**src/rtl/trinity_perf_pkg.sv**
```systemverilog
// Shared definitions for the Trinity performance monitor.
// Contents: FSM state type, status-word bit positions, read-address map and the
// rd_sel width function.
// Build option: TRINITY_PERF_MAXRUN_EN widens the read address space to cover the
// per-channel longest-run registers.
package trinity_perf_pkg;

  typedef enum logic [1:0] {
    StIdle = 2'd0,
    StRun  = 2'd1,
    StDone = 2'd2
  } state_e;

  // Status word layout
  localparam int unsigned StatBusy      = 0;
  localparam int unsigned StatDone      = 1;
  localparam int unsigned StatAborted   = 2;
  localparam int unsigned StatAnySat    = 3;
  localparam int unsigned StatChSatBase = 4;  // NumCh channel sat bits, then the cycle sat bit

  // Read address map
  localparam int unsigned AddrCyc    = 0;
  localparam int unsigned AddrChBase = 1;

  function automatic int unsigned rd_sel_w(int unsigned num_ch);
`ifdef TRINITY_PERF_MAXRUN_EN
    return $clog2(2 * num_ch + 2);
`else
    return $clog2(num_ch + 2);
`endif
  endfunction

endpackage

```
**src/rtl/trinity_perf_ctr.sv**
```systemverilog
// Saturating event counter with sticky saturation flag and milestone pulse.
// Ports:
//   clk_i, rst_ni  clock, async active-low reset
//   clr_i          synchronous clear (wins over en_i)
//   en_i           count this cycle
//   cnt_o          current count, holds at all-ones
//   sat_o          sticky, set once the count reaches all-ones
//   milestone_o    registered pulse in the cycle the count becomes k*Milestone
//                  (never for a saturated value; Milestone = 0 disables it)
module trinity_perf_ctr
  import trinity_perf_pkg::*;
#(
  parameter int unsigned CntW      = 32,
  parameter int unsigned Milestone = 0
) (
  input  logic            clk_i,
  input  logic            rst_ni,
  input  logic            clr_i,
  input  logic            en_i,
  output logic [CntW-1:0] cnt_o,
  output logic            sat_o,
  output logic            milestone_o
);

  // Modulo-Milestone side counter avoids a divider on the main count.
  localparam int unsigned MsW = (Milestone > 1) ? $clog2(Milestone) : 1;
  localparam logic [MsW-1:0] MsLast = (Milestone > 0) ? MsW'(Milestone - 1) : '0;

  logic [CntW-1:0] cnt_q, cnt_d;
  logic            sat_q, sat_d;
  logic [MsW-1:0]  ms_q, ms_d;
  logic            pulse_q, pulse_d;

  always_comb begin
    cnt_d   = cnt_q;
    sat_d   = sat_q;
    ms_d    = ms_q;
    pulse_d = 1'b0;
    if (clr_i) begin
      cnt_d = '0;
      sat_d = 1'b0;
      ms_d  = '0;
    end else if (en_i && !sat_q) begin
      cnt_d = cnt_q + CntW'(1);
      sat_d = &cnt_d;
      if (Milestone != 0) begin
        if (ms_q == MsLast) begin
          ms_d    = '0;
          pulse_d = ~sat_d;
        end else begin
          ms_d = ms_q + MsW'(1);
        end
      end
    end
  end

  always_ff @(posedge clk_i or negedge rst_ni) begin
    if (!rst_ni) begin
      cnt_q   <= '0;
      sat_q   <= 1'b0;
      ms_q    <= '0;
      pulse_q <= 1'b0;
    end else begin
      cnt_q   <= cnt_d;
      sat_q   <= sat_d;
      ms_q    <= ms_d;
      pulse_q <= pulse_d;
    end
  end

  assign cnt_o       = cnt_q;
  assign sat_o       = sat_q;
  assign milestone_o = pulse_q;

endmodule

```
**src/rtl/trinity_perf_monitor.sv**
```systemverilog
// On-chip benchmark monitor: counts total and per-channel active cycles over a
// programmable window and exposes results through a registered read port.
// Ports:
//   clk_i, rst_ni        clock, async active-low reset
//   start_i, stop_i      arm/begin and early-end pulses
//   window_cycles_i      window length latched on start (0 = until stop)
//   ch_active_i          per-channel activity, sampled every RUN cycle
//   busy_o, done_o       RUN / DONE indication
//   aborted_o            run ended by stop before the window expired
//   milestone_o          per-channel pulse at each multiple of Milestone
//   rd_en_i, rd_sel_i    read strobe and address (0 cyc, 1..NumCh channels, NumCh+1 status)
//   rd_data_o, rd_valid_o registered read data, valid one cycle after rd_en_i
// Build option: TRINITY_PERF_MAXRUN_EN adds per-channel longest-run tracking,
// readable at NumCh+2 .. 2*NumCh+1.
module trinity_perf_monitor
  import trinity_perf_pkg::*;
#(
  parameter int unsigned NumCh     = 4,
  parameter int unsigned CntW      = 32,
  parameter int unsigned Milestone = 27,
  parameter int unsigned DataW     = 32,
  localparam int unsigned RdSelW   = rd_sel_w(NumCh)
) (
  input  logic              clk_i,
  input  logic              rst_ni,
  input  logic              start_i,
  input  logic              stop_i,
  input  logic [CntW-1:0]   window_cycles_i,
  input  logic [NumCh-1:0]  ch_active_i,
  output logic              busy_o,
  output logic              done_o,
  output logic              aborted_o,
  output logic [NumCh-1:0]  milestone_o,
  input  logic              rd_en_i,
  input  logic [RdSelW-1:0] rd_sel_i,
  output logic [DataW-1:0]  rd_data_o,
  output logic              rd_valid_o
);

  state_e           state_q;
  logic             busy_q, done_q, aborted_q;
  logic [CntW-1:0]  window_q;
  logic             run, start_acc, last_cycle;

  logic [CntW-1:0]  cyc_cnt;
  logic             cyc_sat, unused_cyc_ms;
  logic [CntW-1:0]  ch_cnt [NumCh];
  logic [NumCh-1:0] ch_sat;

  assign run       = (state_q == StRun);
  assign start_acc = start_i & ~run;
  // cyc_cnt holds the cycles already counted, so this cycle is number cyc_cnt + 1.
  assign last_cycle = (window_q != '0) && (cyc_cnt == window_q - CntW'(1));

  trinity_perf_ctr #(
    .CntW      (CntW),
    .Milestone (0)
  ) u_cyc_ctr (
    .clk_i       (clk_i),
    .rst_ni      (rst_ni),
    .clr_i       (start_acc),
    .en_i        (run),
    .cnt_o       (cyc_cnt),
    .sat_o       (cyc_sat),
    .milestone_o (unused_cyc_ms)
  );

  for (genvar i = 0; i < NumCh; i++) begin : g_ch
    trinity_perf_ctr #(
      .CntW      (CntW),
      .Milestone (Milestone)
    ) u_ch_ctr (
      .clk_i       (clk_i),
      .rst_ni      (rst_ni),
      .clr_i       (start_acc),
      .en_i        (run & ch_active_i[i]),
      .cnt_o       (ch_cnt[i]),
      .sat_o       (ch_sat[i]),
      .milestone_o (milestone_o[i])
    );
  end

`ifdef TRINITY_PERF_MAXRUN_EN
  logic [CntW-1:0]  run_cnt [NumCh];
  logic [CntW-1:0]  max_q   [NumCh];
  logic [NumCh-1:0] unused_run_sat, unused_run_ms;

  for (genvar i = 0; i < NumCh; i++) begin : g_maxrun
    logic [CntW-1:0] run_next;

    trinity_perf_ctr #(
      .CntW      (CntW),
      .Milestone (0)
    ) u_run_ctr (
      .clk_i       (clk_i),
      .rst_ni      (rst_ni),
      .clr_i       (start_acc | (run & ~ch_active_i[i])),
      .en_i        (run & ch_active_i[i]),
      .cnt_o       (run_cnt[i]),
      .sat_o       (unused_run_sat[i]),
      .milestone_o (unused_run_ms[i])
    );

    // Compare against the post-update run length so the maximum is already
    // final in the first DONE cycle.
    assign run_next = (run && ch_active_i[i] && !(&run_cnt[i])) ? run_cnt[i] + CntW'(1)
                                                                : run_cnt[i];

    always_ff @(posedge clk_i or negedge rst_ni) begin
      if (!rst_ni) begin
        max_q[i] <= '0;
      end else if (start_acc) begin
        max_q[i] <= '0;
      end else if (run_next > max_q[i]) begin
        max_q[i] <= run_next;
      end
    end
  end
`endif

  // Control FSM with registered status outputs
  always_ff @(posedge clk_i or negedge rst_ni) begin
    if (!rst_ni) begin
      state_q   <= StIdle;
      busy_q    <= 1'b0;
      done_q    <= 1'b0;
      aborted_q <= 1'b0;
      window_q  <= '0;
    end else begin
      case (state_q)
        StIdle, StDone: begin
          if (start_i) begin
            state_q   <= StRun;
            busy_q    <= 1'b1;
            done_q    <= 1'b0;
            aborted_q <= 1'b0;
            window_q  <= window_cycles_i;
          end
        end
        StRun: begin
          if (last_cycle || stop_i) begin
            state_q   <= StDone;
            busy_q    <= 1'b0;
            done_q    <= 1'b1;
            aborted_q <= stop_i & ~last_cycle;
          end
        end
        default: state_q <= StIdle;
      endcase
    end
  end

  // Read mux
  logic [DataW-1:0] status, rd_mux, rd_data_q;
  logic             rd_valid_q;
  int unsigned      sel_idx;

  always_comb begin
    status                              = '0;
    status[StatBusy]                    = busy_q;
    status[StatDone]                    = done_q;
    status[StatAborted]                 = aborted_q;
    status[StatAnySat]                  = (|ch_sat) | cyc_sat;
    status[StatChSatBase +: NumCh]      = ch_sat;
    status[StatChSatBase + NumCh]       = cyc_sat;

    sel_idx = 32'(rd_sel_i);
    rd_mux  = '0;
    if (sel_idx == AddrCyc) rd_mux = DataW'(cyc_cnt);
    for (int unsigned i = 0; i < NumCh; i++) begin
      if (sel_idx == AddrChBase + i) rd_mux = DataW'(ch_cnt[i]);
    end
    if (sel_idx == AddrChBase + NumCh) rd_mux = status;
`ifdef TRINITY_PERF_MAXRUN_EN
    for (int unsigned i = 0; i < NumCh; i++) begin
      if (sel_idx == AddrChBase + NumCh + 1 + i) rd_mux = DataW'(max_q[i]);
    end
`endif
  end

  always_ff @(posedge clk_i or negedge rst_ni) begin
    if (!rst_ni) begin
      rd_data_q  <= '0;
      rd_valid_q <= 1'b0;
    end else begin
      rd_valid_q <= rd_en_i;
      if (rd_en_i) rd_data_q <= rd_mux;
    end
  end

  assign busy_o     = busy_q;
  assign done_o     = done_q;
  assign aborted_o  = aborted_q;
  assign rd_data_o  = rd_data_q;
  assign rd_valid_o = rd_valid_q;

endmodule

```
**config.mk**
```make
export PLATFORM = sky130hd
export DESIGN_NAME = trinity_perf_monitor
export DESIGN_NICKNAME = d
export VERILOG_FILES = /design/src/rtl/trinity_perf_pkg.sv /design/src/rtl/trinity_perf_ctr.sv /design/src/rtl/trinity_perf_monitor.sv
export SDC_FILE = /design/constraint.sdc
export NUM_CORES = 1
export LEC_CHECK = 0
export CORE_UTILIZATION = 56
export CTS_CLUSTER_SIZE = 10
export DETAILED_ROUTE_END_ITERATION = 16
export PLACE_DENSITY = 0.86
export SYNTH_ARGS = -nofsm -noshare
export SYNTH_HDL_FRONTEND = slang
export SYNTH_HIERARCHICAL = 1
export SYNTH_SLANG_ARGS = --single-unit
```
**constraint.sdc**
```tcl
create_clock -name clk_i -period 2.65 [get_ports clk_i]
set_input_delay 0.53 -clock clk_i [delete_from_list [all_inputs] [get_ports clk_i]]
set_output_delay 0.53 -clock clk_i [all_outputs]
set_load 0.05 [all_outputs]
```
==> summary by stage, run 1 <==
Worst setup path
Traced cell by cell, the critical path runs through or4_4, buf_6, nor4_4, buf_4, nand4_1, buf_4, o22ai_2, nor4_2, and4_4, o31a_1. The critical path startpoint is window_q[5]. Data arrives at the worst endpoint at approximately 3.1 ns.

The biggest cell delay along the critical path is 0.55 ns. The endpoint of the worst-slack reg-to-reg timing path is state_q[1]. The critical path capture point type is a register.

The largest individual stage delay along the critical path comes from the cell sky130_fd_sc_hd__or4_4. The startpoint of the lowest-slack register-to-register path is window_q[5]. The worst setup path is launched from a register.

The largest fanout of any net on the critical path is 5. The library cell appearing most often on the critical path is sky130_fd_sc_hd__buf_4. The worst setup path is of the register to register kind. The register-to-register setup slack is 0.06 ns.

For the worst setup path, the data required time is 3.12 ns. The number of cells on the worst reg-to-reg path is 10.

Route
The average detailed-routed wire length per instance is 20.36 µm. The routed design has 50850 µm of wire. The first routing iteration left between 2000 and 2500 violations. The number of routed nets with antenna violations is 0.

The number of iterations in the first detailed-routing pass is 8. The number of vias per cell is between 6 and 7. The via count is 15965. The detailed-route DRC error count is 0.

Synth
The net count of the mapped netlist is 2002. The average instance in the mapped netlist occupies 8.605 µm². After technology mapping, the gate count stands at around 1900. The Yosys warning count is 6. The cell area that synthesis handed to floorplanning was 16680 µm².

Cells and area
The number of standard cells in the layout, taps in and fillers out is 2498. The number of nets at the end of the flow is 2165. The area growth from synthesis to layout is 18.95%.

The finished layout cell area is 19840 µm². The proportion of layout cells with a drive suffix above 1 is ~14%. The count of antenna diodes in the layout is 0.

STA
The highest clock frequency the design can meet is 0.3864 GHz. Setup violations remaining at the end of the flow were counted as 0. Dividing the final minimum period by the clock period gives ~98%. Setup repair after global routing could not meet its margin everywhere. The pin slew with the least headroom to its limit is 0.9009 ns. The number of hold-slack violations in the final timing report is 0. The time the worst path needs with I/O delays and setup is 2.588 ns. Measured against its own limit, the worst slew margin works out to 39.94%.

Hold timing on the final database bottoms out at a slack of around 0.32 ns. Clock skew on the completed layout was measured at approximately 0.022 ns. The count of pins over their slew limit is 0.

Floorplan
The die outline area is around 30000 µm². The initial cell density of the core is between 50% and 60%. In this run the horizontal extent of the chip is 174.6 µm. In this run the count of I/O pins placed on the die edge is 84. The number of placement rows is between 60 and 70.

The core area is ~29000 µm². The chip height is 174.6 µm.

Power
For this design the total switching power over the nets is 3.576 mW. The maximum vdd drop is between 0.6 and 0.7 mV. Registers are responsible for 40.4% of the overall power. The cell internal power dissipation is 7.505 mW. The logic gate share of total power is 24.4%. The proportion of total power due to net switching is 32.27%.

Of the total power, the clock network draws 35.2%. The total chip power is 11.08 mW. The ratio of total power to cell area is 558.6 nW/µm². The static power due to leakage is 8.026 nW.

Hold path
The startpoint identified for the worst hold timing path is rd_en_i. The path with the worst hold slack has its endpoint at rd_valid_o. The number of cells on the worst hold path is 1.

The min-delay analysis places its worst path in the category input pin to register.

Clocking
The number of buffers between clock root and the deepest sink is 3. The TritonCTS clock tree is built. Clock-pin slew was measured on the worst setup and hold paths at 0.06 ns.

The number of H-tree branching levels is 1. The number of clock sinks is 259. The clock latency on the worst-skew pair is 0.59 ns. CTS placed an instance of sky130_fd_sc_hd__clkbuf_16 at the clock tree root.

The number of buffers created by CTS is 31.

Global routing
Global routing used between 30% and 40% of the available tracks across all layers. The number of antenna violations at the first check in global routing is 1. The via count of the first global-routing pass is between 15000 and 20000.

Summed over all layers, the global routing overflow is 0. The pin count of the biggest net entering global routing is about 190. The wire length of the first global-routing pass is between 80000 and 90000 µm.

Place
In this run the cell area measured after placement is 18800 µm². The detailed placer's ending HPWL is roughly 36000 µm. The final weighted congestion in routability-driven placement is 0.9456. The port buffer count is 83. The number of placed instances with taps included is 2449.

Job
Across the run, the number of max-cap violations was 0.

Run status
The flow ran to the end, and the final reports show no timing, DRC or antenna violations.
-- critical path: cells and delay by family, from the launching register on --
family / cells / cell delay, ns
simple gates: 5 / 1.15
buf+inv: 3 / 0.54
flops: 1 / 0.38
compound gates: 2 / 0.39
-- cell type report --
cell class / count / area [µm²]
well taps: 384 / 480.5
repair buffers: 246 / 2130
flip-flops and latches: 259 / 6481
inverters: 35 / 131.4
multi-input cells: 1528 / 9714
clock inverters: 2 / 25.02
fillers: 2191 / 9176
clock buffers: 44 / 874.6
-- what timing repair did --
action                                 4_1_cts  5_1_grt
gates cloned                                 0        1
endpoints found under the hold margin       29        0
pin swaps                                    2        3
gates resized for setup                      2       18
setup buffers                                0        1
setup endpoints to repair                    5        7
hold buffers                                 1        0
-- worst max path at each step --
stage,endpoint,slack [ns],cells after the start
2_1_floorplan,aborted_o,0.03,8
3_3_place_gp,aborted_o,0.02,7
3_5_place_dp,state_q[0],-0.06,7
4_1_cts,state_q[0],0.04,7
5_1_grt,state_q[0],-0.06,9
6_report,state_q[1],0.06,10
-- registers in the layout, indices dropped and copies added, names as in the netlist --
register                   cells
rd_valid_o                     1
g_ch.u_ch_ctr/cnt_o          128
g_ch.u_ch_ctr/ms_q            20
state_q                        2
done_o                         1
window_q                      32
g_ch.u_ch_ctr/sat_o            4
busy_o                         1
u_cyc_ctr/cnt_o               32
g_ch.u_ch_ctr/milestone_o      4
aborted_o                      1
rd_data_o                     32
u_cyc_ctr/sat_o                1
-- cell usage in the layout, fill, tap and decap left out, types with 29 or more instances in the layout --
master	n
sky130_fd_sc_hd__nor2_1	275
sky130_fd_sc_hd__dfrtp_1	259
sky130_fd_sc_hd__nand2_1	222
sky130_fd_sc_hd__buf_4	154
sky130_fd_sc_hd__xnor2_1	141
sky130_fd_sc_hd__a21oi_1	106
sky130_fd_sc_hd__xor2_1	84
sky130_fd_sc_hd__clkdlybuf4s50_1	79
sky130_fd_sc_hd__nor3_1	75
sky130_fd_sc_hd__nand3_1	75
sky130_fd_sc_hd__nand4_1	61
sky130_fd_sc_hd__nor4_1	53
sky130_fd_sc_hd__nor2b_1	42
sky130_fd_sc_hd__inv_1	34
sky130_fd_sc_hd__clkbuf_16	31
sky130_fd_sc_hd__a31oi_1	29
-- through the flow --
step	worst slack [ns]	util [%]	TNS, ns
2_1_floorplan	0.02856	-	0
3_3_place_gp	0.01704	64.80	0
3_5_place_dp	-0.05648	64.80	-0.1669
4_1_cts	0.04235	67.94	0
5_1_grt	-0.06418	68.37	-0.2164
6_report	0.06216	68.37	0
-- routing by layer --
layer,up-vias,wire length (µm),global-route usage (%)
li1,7180,-,-
met3,163,4529,4.418
met5,-,13,0
met2,898,23160,53.09
met1,7722,20810,46.61
met4,2,2337,13.33
-- power by group through the flow --
stage,clock network [mW],registers [mW],logic [mW]
after detailed placement,0,4.54,2.59
after global routing,4.07,4.51,2.93
after floorplan,0,4.75,1.24
after global placement,0,4.52,2.53
after CTS,3.92,4.47,2.61
final,3.90,4.48,2.70
Note: power is estimated with default switching activity, not from simulation.
==> run 2, diff against run 1 <==
==> constraint.sdc (replaced) <==
create_clock -name clk_i -period 2.65 [get_ports clk_i]
set_input_delay 0.53 -clock clk_i [delete_from_list [all_inputs] [get_ports clk_i]]
set_output_delay 0.53 -clock clk_i [all_outputs]
set_load 0.01 [all_outputs]
==> results of run 2 <==
The final DEF is identical to that of run 1. Status: finished clean.
Main changes from that run: total power 11.08 mW -> 10.91 mW
==> run 3, diff against run 2 <==
--- a/config.mk
+++ b/config.mk
@@ -8,7 +8,10 @@
 export CORE_UTILIZATION = 56
 export CTS_CLUSTER_SIZE = 10
 export DETAILED_ROUTE_END_ITERATION = 16
+export HOLD_SLACK_MARGIN = 0.06
 export PLACE_DENSITY = 0.86
+export RECOVER_POWER = 50
+export SKIP_CTS_REPAIR_TIMING = 1
 export SYNTH_ARGS = -nofsm -noshare
 export SYNTH_HDL_FRONTEND = slang
 export SYNTH_HIERARCHICAL = 1
==> run 3 against run 2 <==
Effect of this change: critical path depth down 2; die area unchanged; first-iteration DRC count down 2.8%; critical path type unchanged; global-route usage unchanged; design area down 0.55%; clock power about the same; register-to-register slack about the same; sequential cell count unchanged; critical endpoint is now state_q[0].
==> summary by stage, run 3 (synthesized netlist as in run 1, its figures left out) <==
Run status
Outcome: finished clean (unchanged).

Place
The final weighted congestion in routability-driven placement is 0.9456 (unchanged). The detailed placer's ending HPWL is 36490 µm (unchanged). The total cell area at the placement stage is 18800 µm² (unchanged). The number of placed instances with taps included came to 2449 (unchanged). The port buffer count is 83 (unchanged).

Route
The detailed-route DRC error count is 0 (unchanged). The number of DRC markers after the initial detailed-route iteration is 2095 (was 2156). The number of iterations in the first detailed-routing pass is 8 (unchanged). The average detailed-routed wire length per instance is 20.33 µm (was 20.36 µm). The number of vias per cell is 6.368 (was 6.391).

The via count came to 15895 (was 15965). The routed wire length is 50730 µm (was 50850 µm). The number of routed nets with antenna violations is 0 (unchanged).

Cells and area
The number of nets at the end of the flow was 2163 (was 2165). The flip-flop count of the largest register after layout came to 128 (unchanged). The proportion of layout cells with a drive suffix above 1 is 13.26% (was 13.81%). Leading cell types in the layout, fill and taps excluded: sky130_fd_sc_hd__nor2_1, sky130_fd_sc_hd__dfrtp_1, sky130_fd_sc_hd__nand2_1 (unchanged). The count of antenna diodes in the layout is 0 (unchanged). The layout overhead on the synthesized area came to 18.30% (was 18.95%). The number of standard cells in the layout, taps in and fillers out came to 2496 (was 2498). The finished layout cell area came to 19730 µm² (was 19840 µm²). The commonest non-fill, non-tap cell in the layout is sky130_fd_sc_hd__nor2_1 (unchanged).

Global routing
The number of antenna violations at the first check in global routing came to 1 (unchanged). The routing usage on met1 came to 46.63% (was 46.61%). The via count of the first global-routing pass is 15324 (was 15314). The remaining global-route overflow is 0 (unchanged). The pin count of the biggest net entering global routing is 194 (unchanged). The overall global routing resource usage is 33.50% (unchanged). The wire length of the first global-routing pass was 81630 µm (was 81610 µm). The met3 demand-to-capacity share in global routing is 4.418% (unchanged). The busiest metal layer after global routing is met2 (unchanged). The met2 demand-to-capacity share in global routing is 53.07% (was 53.09%).

Clocking
The number of clock sinks is 259 (unchanged). The TritonCTS clock tree is built (unchanged). The clock tree root buffer cell was sky130_fd_sc_hd__clkbuf_16 (unchanged).

The number of H-tree branching levels is 1 (unchanged). The clock latency on the worst-skew pair is 0.59 ns (about the same). The number of buffers created by CTS came to 31 (unchanged). The clock transition at the registers of the reported paths is 0.06 ns (about the same).

The number of buffers between clock root and the deepest sink was 3 (unchanged).

Worst setup path
The largest fanout of any net on the critical path came to 5 (unchanged). The number of buffers and inverters on the critical path came to 1 (was 3). The depth of the worst register-to-register path came to 8 (was 10). The class of the most critical setup path is register to register (unchanged). The launching element type of the critical path is a register (unchanged). The cell at the slowest stage of the critical path is sky130_fd_sc_hd__or4_1 (was sky130_fd_sc_hd__or4_4). The count of cell instances traversed by the critical path is 8 (was 10). The kind of cell adding the most delay to the critical path is simple AND/OR/NAND/NOR gates (unchanged).

The data arrival time at the worst-slack endpoint is 3.05 ns (was 3.06 ns). The biggest cell delay along the critical path is 0.60 ns (was 0.55 ns). The critical path startpoint is window_q[12] (was window_q[5]). The critical path capture point type was a register (unchanged). The data required time of the critical path came to 3.10 ns (was 3.12 ns). Critical Path, Cell by Cell: or4_1, nor3_1, buf_4, nor4bb_1, o32ai_1, nor4_1, and4_4, o21ai_1 (was or4_4, buf_6, nor4_4, buf_4, nand4_1, buf_4, o22ai_2, nor4_2, and4_4, o31a_1).

The startpoint of the lowest-slack register-to-register path is window_q[12] (was window_q[5]).

STA
The ratio of final minimum period to clock period is 98.05% (was 97.65%). Unrepaired setup endpoints after global routing: true (unchanged). The highest clock frequency the design can meet is 0.3849 GHz (was 0.3864 GHz). The final-layout worst hold slack is 0.3992 ns (was 0.3235 ns). The count of pins over their slew limit is 0 (unchanged). The max-slew headroom at the worst pin is 8.986% (was 39.94%). The setup TNS is 0 ns (unchanged). The pin slew with the least headroom to its limit is 1.365 ns (was 0.9009 ns). The setup skew after layout is 0.02478 ns (was 0.02224 ns). The number of hold-slack violations in the final timing report is 0 (unchanged). The final count of negative-setup-slack endpoints came to 0 (unchanged). The time the worst path needs with I/O delays and setup is 2.598 ns (was 2.588 ns).

Floorplan
The core area came to 29010 µm² (unchanged). The chip height was 174.6 µm (unchanged). The count of boundary I/O pins came to 84 (unchanged).

The die outline area is 30470 µm² (unchanged). The floorplan die width came to 174.6 µm (unchanged). The number of placement rows came to 62 (unchanged). The initial cell density of the core is 57.48% (unchanged).

Power
The maximum vdd drop is 0.6775 mV (was 0.6761 mV). The ratio of total power to cell area is 550.5 nW/µm² (was 549.8 nW/µm²). The total chip power is 10.86 mW (was 10.91 mW). The static power due to leakage was 7.976 nW (was 8.026 nW).

Job
The reported max-cap violation count is 0 (unchanged).

Hold path
The worst min-delay path category is input pin to asynchronous set/reset pin (was input pin to register).
run 3: metal layers:
metal | vias to the layer above | routed length, µm
li1 | 7166 | -
met1 | 7684 | 20880
met2 | 886 | 23070
met3 | 157 | 4494
met4 | 2 | 2274
met5 | - | 13
run 3: final timing paths:
path | slack, ns | to
worst max register to register | 0.05 | state_q[0]
worst min register to register | 0.52 | rd_data_o[2]
max in group asynchronous | 0.72 | g_ch[3].u_ch_ctr/ms_q[4]
min in group clk_i | 0.47 | window_q[9]
worst min-delay path | 0.40 | g_ch[0].u_ch_ctr/sat_o
worst max-delay path | 0.05 | state_q[0]
run 3: stage by stage:
| stage | setup WS, ns | util, % |
|---|---|---|
| floorplan | 0.02856 | - |
| global placement | 0.01704 | 64.80 |
| detailed placement | -0.05648 | 64.80 |
| CTS | -0.06269 | 67.90 |
| global route | -0.02436 | 68.00 |
| finish | 0.05161 | 68.00 |
run 3: report_power, final:
group	switching, mW	internal (mW)
sequential	0.257	4.22
combinational	1.47	1.01
clock	1.64	2.25
run 3: area by class of cell:
| class | count | area (µm²) |
|---|---|---|
| Sequential cell | 259 | 6481 |
| Clock buffer | 44 | 874.6 |
| Inverter | 35 | 131.4 |
| Timing Repair Buffer | 244 | 2067 |
| Fill cell | 2212 | 9285 |
| Clock inverter | 2 | 25.02 |
| Tap cell | 384 | 480.5 |
| Multi-Input combinational cell | 1528 | 9668 |
